--- src/rtl/bbox_overlay.sv ---
// bbox_overlay: per-frame foreground bounding box with outline overlay, 2-cycle stream latency.
// Optional centre crosshair is enabled by defining BBOX_CROSSHAIR_EN.
module bbox_overlay #(
  parameter int          H_BITS    = 11,
  parameter int          V_BITS    = 11,
  parameter logic [7:0]  THRESH    = 8'd128,
  parameter logic [23:0] BOX_COLOR = 24'hFF0000
) (
  input  logic              clk,
  input  logic              rst_n,
  input  logic              de_in,
  input  logic              h_sync_in,
  input  logic              v_sync_in,
  input  logic [23:0]       pixel_in,
  output logic              de_out,
  output logic              h_sync_out,
  output logic              v_sync_out,
  output logic [23:0]       pixel_out,
  output logic              box_valid,
  output logic [H_BITS-1:0] box_x_min,
  output logic [H_BITS-1:0] box_x_max,
  output logic [V_BITS-1:0] box_y_min,
  output logic [V_BITS-1:0] box_y_max
);
  typedef enum logic {SKIP, RUN} state_t;
  state_t state_q, state_d;
  logic [H_BITS-1:0] x_q, x_d, x0_q, x0_d;
  logic [V_BITS-1:0] y_q, y_d, y0_q, y0_d;
  logic de0_q, hs0_q, vs0_q, rise0_q;
  logic [23:0] pix0_q;
  logic vs_rise, de_fall;
  logic [H_BITS-1:0] acc_x0_q, acc_x0_d, acc_x1_q, acc_x1_d, ax0_b, ax1_b;
  logic [V_BITS-1:0] acc_y0_q, acc_y0_d, acc_y1_q, acc_y1_d, ay0_b, ay1_b;
  logic hit_q, hit_d, hit_b, fg, latch;
  logic bv_q, bv_d;
  logic [H_BITS-1:0] bx0_q, bx0_d, bx1_q, bx1_d;
  logic [V_BITS-1:0] by0_q, by0_d, by1_q, by1_d;
  logic in_x, in_y, on_edge, on_cross;
  logic de_out_q, hs_out_q, vs_out_q;
  logic [23:0] pix_out_q, pix_out_d;
`ifdef BBOX_CROSSHAIR_EN
  logic [H_BITS-1:0] cx;
  logic [V_BITS-1:0] cy;
`endif

  // Stage 0: saturating column/row counters and the coordinates of the incoming pixel
  always_comb begin
    vs_rise = v_sync_in & ~vs0_q;
    de_fall = de0_q & ~de_in;
    x_d = de_in ? (&x_q ? x_q : x_q + H_BITS'(1)) : '0;
    y_d = vs_rise ? '0 : (de_fall && !(&y_q)) ? y_q + V_BITS'(1) : y_q;
    x0_d = x_q;
    y0_d = vs_rise ? '0 : y_q;
  end

  // Frame control: latch the finished frame's box on vsync, then restart accumulation
  always_comb begin
    fg = de0_q && (pix0_q[15:8] >= THRESH);
    latch = rise0_q && (state_q == RUN);
    state_d = rise0_q ? RUN : state_q;
    bv_d = latch ? hit_q : bv_q;
    bx0_d = (latch && hit_q) ? acc_x0_q : bx0_q;
    bx1_d = (latch && hit_q) ? acc_x1_q : bx1_q;
    by0_d = (latch && hit_q) ? acc_y0_q : by0_q;
    by1_d = (latch && hit_q) ? acc_y1_q : by1_q;
    ax0_b = rise0_q ? '1 : acc_x0_q;
    ax1_b = rise0_q ? '0 : acc_x1_q;
    ay0_b = rise0_q ? '1 : acc_y0_q;
    ay1_b = rise0_q ? '0 : acc_y1_q;
    hit_b = rise0_q ? 1'b0 : hit_q;
    acc_x0_d = (fg && x0_q < ax0_b) ? x0_q : ax0_b;
    acc_x1_d = (fg && x0_q > ax1_b) ? x0_q : ax1_b;
    acc_y0_d = (fg && y0_q < ay0_b) ? y0_q : ay0_b;
    acc_y1_d = (fg && y0_q > ay1_b) ? y0_q : ay1_b;
    hit_d = fg | hit_b;
  end

  // Stage 1: paint the latched box outline (and optional crosshair) over the stage-0 pixel
  always_comb begin
    in_x = (x0_q >= bx0_q) && (x0_q <= bx1_q);
    in_y = (y0_q >= by0_q) && (y0_q <= by1_q);
    on_edge = ((x0_q == bx0_q || x0_q == bx1_q) && in_y) || ((y0_q == by0_q || y0_q == by1_q) && in_x);
`ifdef BBOX_CROSSHAIR_EN
    cx = H_BITS'(({1'b0, bx0_q} + {1'b0, bx1_q}) >> 1);
    cy = V_BITS'(({1'b0, by0_q} + {1'b0, by1_q}) >> 1);
    on_cross = (x0_q == cx || y0_q == cy) && in_x && in_y;
`else
    on_cross = 1'b0;
`endif
    pix_out_d = (bv_q && de0_q && (on_edge || on_cross)) ? BOX_COLOR : pix0_q;
  end

  // All state: pipeline stages, counters, accumulators, frame FSM and latched box
  always_ff @(posedge clk or negedge rst_n) begin
    if (!rst_n) begin
      state_q   <= SKIP;
      x_q       <= '0;
      y_q       <= '0;
      x0_q      <= '0;
      y0_q      <= '0;
      de0_q     <= 1'b0;
      hs0_q     <= 1'b0;
      vs0_q     <= 1'b0;
      rise0_q   <= 1'b0;
      pix0_q    <= '0;
      acc_x0_q  <= '1;
      acc_x1_q  <= '0;
      acc_y0_q  <= '1;
      acc_y1_q  <= '0;
      hit_q     <= 1'b0;
      bv_q      <= 1'b0;
      bx0_q     <= '0;
      bx1_q     <= '0;
      by0_q     <= '0;
      by1_q     <= '0;
      de_out_q  <= 1'b0;
      hs_out_q  <= 1'b0;
      vs_out_q  <= 1'b0;
      pix_out_q <= '0;
    end else begin
      state_q   <= state_d;
      x_q       <= x_d;
      y_q       <= y_d;
      x0_q      <= x0_d;
      y0_q      <= y0_d;
      de0_q     <= de_in;
      hs0_q     <= h_sync_in;
      vs0_q     <= v_sync_in;
      rise0_q   <= vs_rise;
      pix0_q    <= pixel_in;
      acc_x0_q  <= acc_x0_d;
      acc_x1_q  <= acc_x1_d;
      acc_y0_q  <= acc_y0_d;
      acc_y1_q  <= acc_y1_d;
      hit_q     <= hit_d;
      bv_q      <= bv_d;
      bx0_q     <= bx0_d;
      bx1_q     <= bx1_d;
      by0_q     <= by0_d;
      by1_q     <= by1_d;
      de_out_q  <= de0_q;
      hs_out_q  <= hs0_q;
      vs_out_q  <= vs0_q;
      pix_out_q <= pix_out_d;
    end
  end

  assign de_out     = de_out_q;
  assign h_sync_out = hs_out_q;
  assign v_sync_out = vs_out_q;
  assign pixel_out  = pix_out_q;
  assign box_valid  = bv_q;
  assign box_x_min  = bx0_q;
  assign box_x_max  = bx1_q;
  assign box_y_min  = by0_q;
  assign box_y_max  = by1_q;
endmodule

--- config.mk ---
export PLATFORM = sky130hd
export DESIGN_NAME = bbox_overlay
export DESIGN_NICKNAME = d
export VERILOG_FILES = /design/src/rtl/bbox_overlay.sv
export SDC_FILE = /design/constraint.sdc
export NUM_CORES = 1
export LEC_CHECK = 0
export CORE_MARGIN = 3
export CORE_UTILIZATION = 40
export CTS_BUF_LIST = sky130_fd_sc_hd__clkbuf_16
export CTS_CLUSTER_SIZE = 10
export DETAILED_ROUTE_END_ITERATION = 10
export DONT_BUFFER_PORTS = 1
export PLACE_DENSITY = 0.58
export SYNTH_ARGS = -nofsm -noshare
export SYNTH_HDL_FRONTEND = slang
export SYNTH_SLANG_ARGS = --single-unit
--- constraint.sdc ---
create_clock -name clk -period 3.4 [get_ports clk]
set_clock_uncertainty 0.2 [all_clocks]
set_input_delay 0 -clock clk [delete_from_list [all_inputs] [get_ports clk]]
set_output_delay 0 -clock clk [all_outputs]
set_load 0.01 [all_outputs]
==> summary.txt <==
Floorplan
  • Core box area: 0.0214 mm^2
  • Ports: 101
  • Initial Util: 41.5%
  • Die H: 155 um
  • Chip Width: around 150 um
  • Die area: 0.0240 mm^2
  • Rows: between 50 and 60

Cells and area
  • Area Overhead vs Synth: 16.5%
  • Ant diodes: 0
  • Commonest non-fill, non-tap cell in the layout: dfrtp_1
  • Share of cells above drive strength 1: 13.5%
  • Commonest cells after routing, fill and taps aside: dfrtp_1, ha_1, inv_1, nor2_1, dlygate4sd3_1
  • Final nets: approximately 930

Outcome
  • Status: finished with violations
  • Failing checks: hold timing

STA
  • Fmax: roughly 340 MHz
  • Final Cycle Share: 85.4%
  • Fin crit period: 2.91 ns
  • Slew @ Worst Pin: 0.772 ns
  • Slew HR: 48.1%
  • Final setup violation count: 0
  • Endpoints failing hold: 190
  • RSZ-0062 raised after global routing: false
  • Setup WS post-layout: a little under 0.5 ns
  • Slew Limit Fails: 0
  • Hold Slack: -0.938 ns
  • Setup TNS: 0 ns

Placed design
  • IO buf count: 0
  • Pre-CTS setup slack: 0.518 ns
  • Detail Placement HPWL: 13600 um
  • RePlAce Congestion: approximately 0.8

GRT
  • Remaining Overflow, GRT: 0
  • Vias in the first global route: 6140
  • First-pass GRT wire length: 32800 um
  • Overall routing resource usage: around 17%
  • Largest net degree at the start of global routing: 191
  • Initial antenna violation count: 0

CTS
  • CTS tree: yes
  • Clk pin slew, worst setup/hold paths: 0.07 ns
  • Clk root buf: clkbuf_16
  • PostCTS Resize Cnt: 0
  • TritonCTS buffer count: 17
  • Worst-skew pair later-pin latency: around 0.43 ns
  • Hold buffers post-CTS: 54
  • CTS Sinks: 190
  • Clock Path Buffers: 2
  • H-tree depth reported by CTS: 4

Drt
  • ANT nets after route: 0
  • Residual DRC: 0
  • WL final: 19900 um
  • Routed WL per cell: roughly 18 um
  • First drt pass iteration count: 5
  • DR vias: 5599
  • Via density per instance: 5.08
  • Starting DRT DRC Count: 268

Setup path
  • Worst-path cell chain: buf_12 > nand2b_1 > ha_1 > nand4_1 > nor2_1 > a41oi_1 > o21a_1 > buf_4 > mux2i_1
  • Critical path's slowest cell: dfrtp_1
  • Critical path launch point type: register
  • CP max stage delay: 0.71 ns
  • Crit path arrival time: 3.05 ns
  • Buf/Inv on CP: 2
  • Maximum fanout along the worst path: 34
  • Cell family with most CP delay: flip-flops
  • Req. time, crit path: ~3.5 ns
  • Crit path capture type: register
  • Crit path kind: register to register

Power and ir drop
  • Max VDD drop: 0.000398 V
  • Pwr Density: 516 mW/mm^2
  • Leak: a little under 5 nW

Synthesis
  • Post-synthesis instance area: between 0.008 and 0.009 mm^2
  • Seq/Total Area, Yosys: 54.0%
  • Syn_nets: 868
  • Mean area per synthesized cell: 11.8 um^2
  • Flops & latches, synth: 190
  • Yosys Warn Count: 0
  • Post-synthesis cell count: 751
  • Number of distinct library cells after synthesis: 38

Hold path
  • Worst min path class: input pin to asynchronous set/reset pin

Job
  • Number of max-cap violations: 0
-- stage by stage --
step | cells | util (%) | power [mW] | cell area, um^2 | hold WS [ns]
4_1_cts | 1102 | 48.3 | 5.38 | 10300 | -0.954
5_1_grt | 1102 | 48.3 | 5.62 | 10300 | -0.970
3_3_place_gp | 1016 | 43.2 | 3.38 | 9220 | -0.491
2_1_floorplan | 751 | - | 3.18 | 8860 | -0.496
3_5_place_dp | 1016 | 43.2 | 3.41 | 9220 | -0.492
6_report | 1102 | 48.3 | 5.33 | 10300 | -0.938
-- registers in the layout (all words and copies together), names as in the netlist, 11 cells and up --
signal	flops
box_y_min	11
y_q	11
box_x_max	11
acc_y0_q	11
acc_x0_q	11
x0_d	11
pix0_q	24
box_x_min	11
pixel_out	24
box_y_max	11
y0_q	11
acc_y1_q	11
x0_q	11
acc_x1_q	11
-- power by group --
part / switching (mW) / total [mW] / internal [mW]
registers: 0.243 / 2.72 / 2.48
logic: 0.343 / 0.687 / 0.344
clock network: 0.899 / 1.92 / 1.02
total: 1.49 / 5.33 / 3.84
-- final cells by class --
cell class | count | area, um^2
Clock inverter | 15 | 138
Sequential cell | 190 | 4780
Clock buffer | 17 | 425
Fill cell | 1854 | 11000
Inverter | 68 | 255
Timing Repair Buffer | 63 | 621
Multi-Input combinational cell | 474 | 3750
Tap cell | 275 | 344
-- synthesized netlist by cell type --
library cell / count / area share (%)
a211oi_1: 7 / 0.59
a21o_1: 12 / 1.0
a21oi_1: 28 / 1.6
a221o_1: 2 / 0.23
a22oi_2: 1 / 0.14
a31o_2: 1 / 0.099
a31oi_1: 3 / 0.21
a41oi_1: 4 / 0.40
and2_1: 28 / 2.0
and3_1: 3 / 0.21
and4_1: 1 / 0.099
buf_2: 5 / 0.28
clkbuf_1: 13 / 0.55
clkbuf_2: 1 / 0.056
dfrtp_1: 168 / 47
dfstp_2: 22 / 6.5
ha_1: 88 / 12
inv_1: 68 / 2.9
mux2_2: 46 / 5.8
mux2i_1: 43 / 4.9
nand2_1: 27 / 1.1
nand2b_1: 26 / 1.8
nand3_1: 13 / 0.73
nand3b_1: 2 / 0.17
nand4_1: 20 / 1.4
nor2_1: 56 / 2.4
nor2b_1: 8 / 0.57
nor3_1: 8 / 0.45
nor3b_1: 1 / 0.085
nor4_1: 3 / 0.21
o21a_1: 6 / 0.51
o21ai_0: 13 / 0.73
o21bai_1: 2 / 0.17
o32a_1: 2 / 0.23
or2_2: 1 / 0.071
or2b_1: 3 / 0.25
xnor2_1: 3 / 0.30
xor2_1: 13 / 1.3
-- path summary, 6_finish.rpt --
kind | start | endpoint | slack, ns | cells after the start
setup / recovery | rise0_q | acc_x1_q[2] | 0.49 | 9
hold / removal | rst_n | pixel_out[7] | -0.94 | 0
setup reg to reg | rise0_q | acc_x1_q[2] | 0.49 | 9
hold reg to reg | hs0_q | h_sync_out | 0.16 | 0
max in group asynchronous | rst_n | acc_x0_q[1] | 3.66 | 0
min in group clk | hs0_q | h_sync_out | 0.16 | 0
-- timing repair --
action                                  CTS  global route
buffers inserted                          0             0
endpoints found under the setup margin    0             0
endpoints found under the hold margin   241           190
-- logic make-up after synthesis --
family	synth area share [%]
AOI/OAI and AO/OA	5.91
xor gates and xnor gates	1.58
adders and majority gates	12.4
buffers and inverters	3.77
DFF	54.0
muxes	10.7
and+or+nand+nor	11.6
-- metal layers --
layer / GRT usage [%] / vias up / routed length, um
li1: - / 2701 / -
met1: 23.1 / 2768 / 9170
met3: 4.87 / 15 / 1060
met5: 0 / - / 0
met4: 4.16 / 0 / 231
met2: 28.0 / 115 / 9400
No activity file was read; power rests on OpenSTA's default activity.
